[src/rtl/stack_req_if.sv]
// stack_req_if: host command/response channels plus the level-handshake lines toward the stack unit.
interface stack_req_if #(
  parameter int DATA_SIZE = 32,
  parameter int N_SIZE = 10,
  parameter int OP_SIZE = 3,
  parameter int CNT_SIZE = 16
);
  logic cmd_valid, cmd_ready;
  logic [OP_SIZE-1:0] cmd_op;
  logic [DATA_SIZE-1:0] cmd_data;
  logic [N_SIZE-1:0] cmd_n;
  logic [OP_SIZE-1:0] op_out;
  logic [DATA_SIZE-1:0] datain_out;
  logic [N_SIZE-1:0] n_out;
  logic rdy_out, ack_in, esito_in;
  logic [DATA_SIZE-1:0] dataout_in;
  logic resp_valid, resp_ready, resp_esito, resp_timeout, proto_err;
  logic [DATA_SIZE-1:0] resp_data;
  logic [CNT_SIZE-1:0] txn_count;
  modport master (
    input cmd_valid, cmd_op, cmd_data, cmd_n, ack_in, dataout_in, esito_in, resp_ready,
    output cmd_ready, op_out, datain_out, n_out, rdy_out, resp_valid, resp_data, resp_esito,
    resp_timeout, proto_err, txn_count
  );
  modport slave (
    output cmd_valid, cmd_op, cmd_data, cmd_n, ack_in, dataout_in, esito_in, resp_ready,
    input cmd_ready, op_out, datain_out, n_out, rdy_out, resp_valid, resp_data, resp_esito,
    resp_timeout, proto_err, txn_count
  );
endinterface

[src/rtl/stack_requester.sv]
// stack_requester: initiator of the stack unit's rdy/ack level-toggle protocol with a host valid/ready front end.
// Define TIMEOUT_EN to abandon a request after TIMEOUT_CYCLES cycles in REQ without an ack.
module stack_requester #(
  parameter int DATA_SIZE = 32,
  parameter int N_SIZE = 10,
  parameter int OP_SIZE = 3,
  parameter int TIMEOUT_CYCLES = 1024,
  parameter int CNT_SIZE = 16
) (
  input logic clock,
  input logic reset_n,
  stack_req_if.master bus
);
  localparam logic [1:0] IDLE = 2'd0;
  localparam logic [1:0] REQ = 2'd1;
  localparam logic [1:0] RESP = 2'd2;
  logic [1:0] state;
  logic rdy, ack_exp, resp_valid, resp_esito, proto_err, resp_timeout, ack_event, tmo_hit;
  logic [OP_SIZE-1:0] op;
  logic [DATA_SIZE-1:0] datain, resp_data;
  logic [N_SIZE-1:0] n;
  logic [CNT_SIZE-1:0] txn_count;
  assign ack_event = bus.ack_in != ack_exp;
  assign bus.cmd_ready = state == IDLE;
  assign bus.op_out = op;
  assign bus.datain_out = datain;
  assign bus.n_out = n;
  assign bus.rdy_out = rdy;
  assign bus.resp_valid = resp_valid;
  assign bus.resp_data = resp_data;
  assign bus.resp_esito = resp_esito;
  assign bus.resp_timeout = resp_timeout;
  assign bus.proto_err = proto_err;
  assign bus.txn_count = txn_count;
`ifdef TIMEOUT_EN
  localparam int TW = $clog2(TIMEOUT_CYCLES + 1);
  logic [TW-1:0] tmo_cnt;
  assign tmo_hit = state == REQ && !ack_event && tmo_cnt == TW'(TIMEOUT_CYCLES - 1);
  // Held at zero outside REQ, so it is already cleared on entry.
  always_ff @(posedge clock) begin
    if (!reset_n) begin
      tmo_cnt <= '0;
      resp_timeout <= 1'b0;
    end else begin
      tmo_cnt <= (state == REQ && !ack_event) ? tmo_cnt + 1'b1 : '0;
      resp_timeout <= (state == REQ) ? (!ack_event && tmo_hit) : resp_timeout;
    end
  end
`else
  assign tmo_hit = 1'b0;
  assign resp_timeout = 1'b0;
`endif
  // Every ack toggle is consumed; outside REQ it can only be stale or spurious.
  always_ff @(posedge clock) begin
    if (!reset_n) begin
      state <= IDLE;
      rdy <= 1'b0;
      ack_exp <= 1'b0;
      op <= '0;
      datain <= '0;
      n <= '0;
      resp_valid <= 1'b0;
      resp_data <= '0;
      resp_esito <= 1'b0;
      proto_err <= 1'b0;
      txn_count <= '0;
    end else begin
      ack_exp <= bus.ack_in;
      proto_err <= proto_err | (ack_event && state != REQ);
      if (state == IDLE && bus.cmd_valid) begin
        op <= bus.cmd_op;
        datain <= bus.cmd_data;
        n <= bus.cmd_n;
        rdy <= ~rdy;
        state <= REQ;
      end else if (state == REQ && ack_event) begin
        resp_data <= bus.dataout_in;
        resp_esito <= bus.esito_in;
        txn_count <= txn_count + 1'b1;
        resp_valid <= 1'b1;
        state <= RESP;
      end else if (tmo_hit) begin
        resp_data <= '0;
        resp_esito <= 1'b0;
        resp_valid <= 1'b1;
        state <= RESP;
      end else if (state == RESP && bus.resp_ready) begin
        resp_valid <= 1'b0;
        state <= IDLE;
      end
    end
  end
endmodule

[src/flat_wrapper.sv]
// flat-port wrapper written by rule: the top's interface ports become plain ports
module stack_requester_flat 
#(
  parameter int DATA_SIZE = 32,
  parameter int N_SIZE = 10,
  parameter int OP_SIZE = 3,
  parameter int TIMEOUT_CYCLES = 1024,
  parameter int CNT_SIZE = 16
)
  (clock, reset_n, bus_cmd_valid, bus_cmd_op, bus_cmd_data, bus_cmd_n, bus_ack_in, bus_dataout_in, bus_esito_in, bus_resp_ready, bus_cmd_ready, bus_op_out, bus_datain_out, bus_n_out, bus_rdy_out, bus_resp_valid, bus_resp_data, bus_resp_esito, bus_resp_timeout, bus_proto_err, bus_txn_count);
  stack_req_if #(.DATA_SIZE(DATA_SIZE), .N_SIZE(N_SIZE), .OP_SIZE(OP_SIZE), .CNT_SIZE(CNT_SIZE)) bus_i ();
  input logic clock;
  input logic reset_n;
  input wire logic [$bits(bus_i.cmd_valid)-1:0] bus_cmd_valid;
  input wire logic [$bits(bus_i.cmd_op)-1:0] bus_cmd_op;
  input wire logic [$bits(bus_i.cmd_data)-1:0] bus_cmd_data;
  input wire logic [$bits(bus_i.cmd_n)-1:0] bus_cmd_n;
  input wire logic [$bits(bus_i.ack_in)-1:0] bus_ack_in;
  input wire logic [$bits(bus_i.dataout_in)-1:0] bus_dataout_in;
  input wire logic [$bits(bus_i.esito_in)-1:0] bus_esito_in;
  input wire logic [$bits(bus_i.resp_ready)-1:0] bus_resp_ready;
  output wire logic [$bits(bus_i.cmd_ready)-1:0] bus_cmd_ready;
  output wire logic [$bits(bus_i.op_out)-1:0] bus_op_out;
  output wire logic [$bits(bus_i.datain_out)-1:0] bus_datain_out;
  output wire logic [$bits(bus_i.n_out)-1:0] bus_n_out;
  output wire logic [$bits(bus_i.rdy_out)-1:0] bus_rdy_out;
  output wire logic [$bits(bus_i.resp_valid)-1:0] bus_resp_valid;
  output wire logic [$bits(bus_i.resp_data)-1:0] bus_resp_data;
  output wire logic [$bits(bus_i.resp_esito)-1:0] bus_resp_esito;
  output wire logic [$bits(bus_i.resp_timeout)-1:0] bus_resp_timeout;
  output wire logic [$bits(bus_i.proto_err)-1:0] bus_proto_err;
  output wire logic [$bits(bus_i.txn_count)-1:0] bus_txn_count;
  assign bus_i.cmd_valid = bus_cmd_valid;
  assign bus_i.cmd_op = bus_cmd_op;
  assign bus_i.cmd_data = bus_cmd_data;
  assign bus_i.cmd_n = bus_cmd_n;
  assign bus_i.ack_in = bus_ack_in;
  assign bus_i.dataout_in = bus_dataout_in;
  assign bus_i.esito_in = bus_esito_in;
  assign bus_i.resp_ready = bus_resp_ready;
  assign bus_cmd_ready = bus_i.cmd_ready;
  assign bus_op_out = bus_i.op_out;
  assign bus_datain_out = bus_i.datain_out;
  assign bus_n_out = bus_i.n_out;
  assign bus_rdy_out = bus_i.rdy_out;
  assign bus_resp_valid = bus_i.resp_valid;
  assign bus_resp_data = bus_i.resp_data;
  assign bus_resp_esito = bus_i.resp_esito;
  assign bus_resp_timeout = bus_i.resp_timeout;
  assign bus_proto_err = bus_i.proto_err;
  assign bus_txn_count = bus_i.txn_count;
  stack_requester #(.DATA_SIZE(DATA_SIZE), .N_SIZE(N_SIZE), .OP_SIZE(OP_SIZE), .TIMEOUT_CYCLES(TIMEOUT_CYCLES), .CNT_SIZE(CNT_SIZE)) u_core (.clock(clock), .reset_n(reset_n), .bus(bus_i));
endmodule
[config.mk]
export PLATFORM = sky130hd
export DESIGN_NAME = stack_requester_flat
export DESIGN_NICKNAME = d
export VERILOG_FILES = /design/src/rtl/stack_req_if.sv /design/src/rtl/stack_requester.sv /design/src/flat_wrapper.sv
export SDC_FILE = /design/constraint.sdc
export NUM_CORES = 1
export LEC_CHECK = 0
export CORE_AREA = 4 4 101 103
export CTS_CLUSTER_DIAMETER = 120
export DETAILED_ROUTE_END_ITERATION = 7
export DIE_AREA = 0 0 105 107
export GPL_ROUTABILITY_DRIVEN = 1
export PLACE_DENSITY = 0.79
export SLEW_MARGIN = 10
export SYNTH_ARGS = -nofsm -noshare
export SYNTH_HDL_FRONTEND = slang
export SYNTH_SLANG_ARGS = --single-unit
[constraint.sdc]
create_clock -name clock -period 2.2 [get_ports clock]
set_input_delay 0.22 -clock clock [delete_from_list [all_inputs] [get_ports clock]]
set_output_delay 0.22 -clock clock [all_outputs]
set_load 0.02 [all_outputs]
[After elaboration in Yosys (flattened, before gate mapping)]
Cells that the tools add are included.
Word-level totals
  register bits: 100
  logic and storage cells: 36
  output and inout port bits: 99
  input port bits: 83
Operators by class
  eq/ne operators: 4
  $add $sub $neg: 1
  reduce and logical (&&, ||, !) cells: 10
  bitwise operators: 4
  muxes and demuxes: 5
Operators with widths (number)
  adder 16 x 1 -> 16 bit (second input constant): 1
  logical AND 1 bit: 4
  2-to-1 mux 2 bit: 2
  AND reduction 2 bit: 2
  2-to-1 mux 1 bit: 3
  inverter 1 bit: 3
  nonzero test 3 bit: 1
  == test 2 x 1 -> 1 bit (second input constant): 1
  == test 2 bit (second input constant): 1
  logical NOT 2 bit: 1
  != test 2 x 1 -> 1 bit (second input constant): 1
  nonzero test 2 bit: 1
  OR reduction 2 bit: 1
  != test 1 bit: 1
  bitwise OR 1 bit: 1

[Depth between registers and ports, before layout]
Gate-level depths: netlist of run 1.
  depth after elaboration: 5
  gate-level depth with buffers: 6

[Worst setup path after synthesis of run 1]
Ideal clock, no wire load.
  path kind: register to register
  start: register u_core.txn_count[3] (netlist: u_core.bus.txn_count[3])
  end: register u_core.txn_count[13] (netlist: u_core.bus.txn_count[13])
  arrival: 1675 ps
  slack: 455 ps
  buffers on the path: 1
  period minus slack after synthesis: 1745 ps
  cell stages (with the launch flop): 6
  required time: 2130 ps
  cells stage by stage: dfxtp_1 > and4_1 > nand4_1 > buf_2 > or4_1 > a21oi_1
Between the ends
  longest elaborated chain between the ends: 1
Ends and longest elaborated chain
  from (decl): RTL line stack_requester.sv:22  | logic [CNT_SIZE-1:0] txn_count;
  from (signal assigned): RTL line stack_requester.sv:79  | txn_count <= txn_count + 1'b1;
  adder 16 x 1 -> 16 bit: RTL line stack_requester.sv:79
No other way between the ends.
A chain may end at the register's enable or synchronous reset.

[Worst setup path in the final report of run 1]
  start: register u_core.txn_count[3] (netlist: u_core.bus.txn_count[3])
  end: register u_core.txn_count[14] (netlist: u_core.bus.txn_count[14])
Same word-level chain as after synthesis.

==> results of run 1 <==
power by group through the flow:
| stage | combinational (mW) | sequential [mW] | clock (mW) |
|---|---|---|---|
| finish | 0.739 | 1.97 | 1.30 |
| floorplan | 0.228 | 2.11 | 0 |
| global placement | 0.731 | 2.00 | 0 |
| CTS | 0.745 | 1.97 | 1.34 |
| global route | 0.794 | 1.98 | 1.42 |
| detailed placement | 0.742 | 2.01 | 0 |
registers in the layout, summed over array words and instances, names as in the netlist:
signal / cells
u_core.bus.resp_valid: 1
u_core.bus.proto_err: 1
u_core.bus.datain_out: 32
u_core.bus.n_out: 10
u_core.bus.txn_count: 16
u_core.bus.op_out: 3
u_core.state: 2
u_core.bus.resp_esito: 1
u_core.bus.resp_data: 32
u_core.ack_exp: 1
u_core.bus.rdy_out: 1
metal layers:
metal	vias to the layer above	global-route usage, %
li1	1798	-
met1	1614	21.0
met2	137	30.3
met3	19	6.92
met4	0	6.65
met5	-	0
worst min-delay path by stage:
stage                                   start                   endpoint  slack [ns]  depth (start not counted)
floorplan                          bus_ack_in             u_core.ack_exp        0.34                          1
global placement    u_core.bus.datain_out[25]  u_core.bus.datain_out[25]        0.44                          2
detailed placement  u_core.bus.datain_out[25]  u_core.bus.datain_out[25]        0.45                          2
CTS                          bus_cmd_data[29]  u_core.bus.datain_out[29]        0.38                          3
global route               bus_dataout_in[13]   u_core.bus.resp_data[13]        0.39                          3
finish                       bus_cmd_data[29]  u_core.bus.datain_out[29]        0.41                          3
cell usage in the layout (no fill, tap or decap), types with 2 or more instances in the layout:
cell | Yosys | routed
nor2_1 | 12 | 11
and3_1 | 2 | 2
dfxtp_1 | 100 | 100
clkdlybuf4s50_1 | 0 | 180
nand2_1 | 165 | 165
inv_1 | 2 | 2
or4_1 | 5 | 5
or3_1 | 2 | 2
xnor2_1 | 3 | 3
buf_12 | 0 | 2
clkbuf_8 | 0 | 11
bufinv_16 | 0 | 2
o21ai_0 | 5 | 5
nand4_1 | 4 | 4
nand2b_1 | 3 | 3
xor2_1 | 6 | 6
nand3_1 | 5 | 5
a21oi_1 | 89 | 89
o31ai_1 | 4 | 4
buf_4 | 1 | 3
worst reg2reg max path, cell delays in order, from the launching register on:
cell     delay [ns]
dfxtp_1        0.43
and4_1         0.29
nand4_1        0.34
or4_1          0.61
a21oi_1        0.16
kinds of logic after synthesis:
| logic type | Yosys count | synth area share, % |
|---|---|---|
| multiplexers | 1 | 0.274 |
| other | 1 | 0.103 |
| XOR/XNOR | 10 | 2.91 |
| AO/OA/AOI/OAI | 99 | 13.9 |
| buffers and inverters | 32 | 3.60 |
| AND/OR/NAND/NOR | 207 | 24.0 |
| adder cells (fa/ha/maj) | 1 | 0.343 |
| flip-flops | 100 | 54.8 |
per-stage QoR:
stage	cells	hold WS [ns]	worst slack [ns]	total power [mW]	area, um2
after floorplan	451	0.342	0.455	2.34	3650
after CTS	733	0.384	0.325	4.05	5770
after detailed placement	718	0.446	0.253	2.75	5540
after global placement	718	0.441	0.287	2.73	5540
final	733	0.409	0.306	4.00	5770
after global routing	733	0.395	0.144	4.20	5770
layout make-up:
cell class | count | area (um2) | share of cell area [%]
clock inverter | 4 | 72.6 | 1.26
inverter | 3 | 11.3 | 0.195
multi-input combinational | 319 | 1530 | 26.5
tap | 111 | 139 | 2.41
timing repair buffer | 185 | 1860 | 32.3
sequential | 100 | 2000 | 34.7
clock buffer | 11 | 151 | 2.63
==> metrics, run 1 <==
status=completed; flop-to-flop setup slack=0.31 ns; unique cell type count in the Yosys netlist=34; number of global-route vias before repair=3458; Leakage Power=2.05 nW; Slew @ Worst Pin=0.953 ns; proportion of layout cells with a drive suffix above 1=4.34%; top-area cell type share of the netlist area=54.8%; Critical Path Start=u_core.bus.txn_count[3]; clk root buf=clkbuf_8; Cells after Synth=451; unrepaired setup endpoints after global routing=no; crit path capture=u_core.bus.txn_count[14]; first-pass GRT wire length=16800 um; Crit-path slowest cell=or4_1; # fillers=788; max-slew violation count=0; cell with the most instances after synthesis=nand2_1; Setup-failing EPs final=0; endpoint of the worst register-to-register path=u_core.bus.txn_count[14]; clock slew at reported path FFs=0.09 ns; Seq/Total Area, Yosys=54.8%; Post-CTS Setup Repair Bufs=0; family with the most delay on the worst path=simple AND/OR/NAND/NOR gates; Core Util, Final=62.7%; GRT overflow=0; Post-Syn Nets=535; Crit. path cell count=4; FF+latch count, synth=100; CORE AREA=0.00920 mm2; fin nets=702; synthesized area=0.00365 mm2; die area=0.0112 mm2; sw frac=25.7%; DR WL met3=1030 um; Comb pwr share=18.5%; post-layout minimum cycle time=1.89 ns; Sequential Power Share=49.1%; Initial Util=39.7%; CP arrival=2.17 ns; Die W=105 um; Routed WL=10500 um; H-tree Lvls=3; TritonRoute pass-1 iters=6; Max Cap Viol=0; GRT Total Usage=18.1%; clk buf depth=2; Int Power=2.97 mW; die height=107 um; VDD IR-drop max=0.376 mV; pin count of the biggest net entering global routing=98; vias per inst=4.87; IO Port Bufs=180; Max Fclk=0.528 GHz; CTS tree=done; number of flops mapped to enable cells by yosys=0; CP required=2.48 ns; power density cells=694 mW/mm2; FP Rows=35; Highest Signal Layer=met4; clock power share=32.4%; post-CTS sizing=0; RePlAce Congestion=0.745; setup TNS=0 ns; Worst setup SP type=flop; dominant cells by area after synthesis=dfxtp_1 55%, nand2_1 17%, a21oi_1 12%; Final ANT Viol Nets=0; initial antenna violation count=0; worst r2r src=u_core.bus.txn_count[3]; Synth area leader=dfxtp_1; Antenna Cells=0; synth warn=0; asr flop ratio synth=0%; P_sw=1.03 mW; drt drc=0; hpwl dp=7490 um; syn avg cell area=8.10 um2; crit end category=flop; Commonest cells post-synth=165 x nand2_1, 100 x dfxtp_1, 89 x a21oi_1; Main synth FF type=dfxtp_1; HP Class=in2reg; vias=3568; Final period util=86.1%; WL/cell=14.3 um; TritonCTS sink count=100; max_slew headroom=36.5%; met2 WL=4900 um; critical-path cell list=and4_1, nand4_1, or4_1, a21oi_1; R2R depth=4; crit path max fanout=11; Worst Skew=0.00859 ns; CTS buffer count=9; Setup CP Type=reg2reg; hold_buf cts=0; Crit path buffers/inverters=0; clock latency on the worst-skew pair=0.35 ns; final hold vios=0; crit-path max cell delay=0.61 ns; initial drt markers=129; Routed met1 length=4370 um; I/O Pins=182; synth-to-layout area growth=57.9%
Note: power is estimated with default switching activity, not from simulation.
==> run 2: changes to the inputs <==
- HOLD_SLACK_MARGIN: default -> 0.15
==> results of run 2 <==
No change in the layout: final DEF, timing and power equal those of run 1.
==> run 3: changes to the inputs <==
==> constraint.sdc (replaced) <==
create_clock -name clock -period 2.2 [get_ports clock]
set_input_delay 0.22 -clock clock [delete_from_list [all_inputs] [get_ports clock]]
set_output_delay 0.22 -clock clock [all_outputs]
set_load 0.05 [all_outputs]
==> results of run 3 <==
The final DEF is identical to that of run 1. Status: completed.
Among the figures that moved: setup slack after layout 0.306 ns -> 0.246 ns; start point of the critical path u_core.bus.txn_count[3] -> u_core.state[1]; end point of the critical path u_core.bus.txn_count[14] -> bus_cmd_ready; total power 4.00 mW -> 4.22 mW; worst IR drop on VDD 0.376 mV -> 0.377 mV
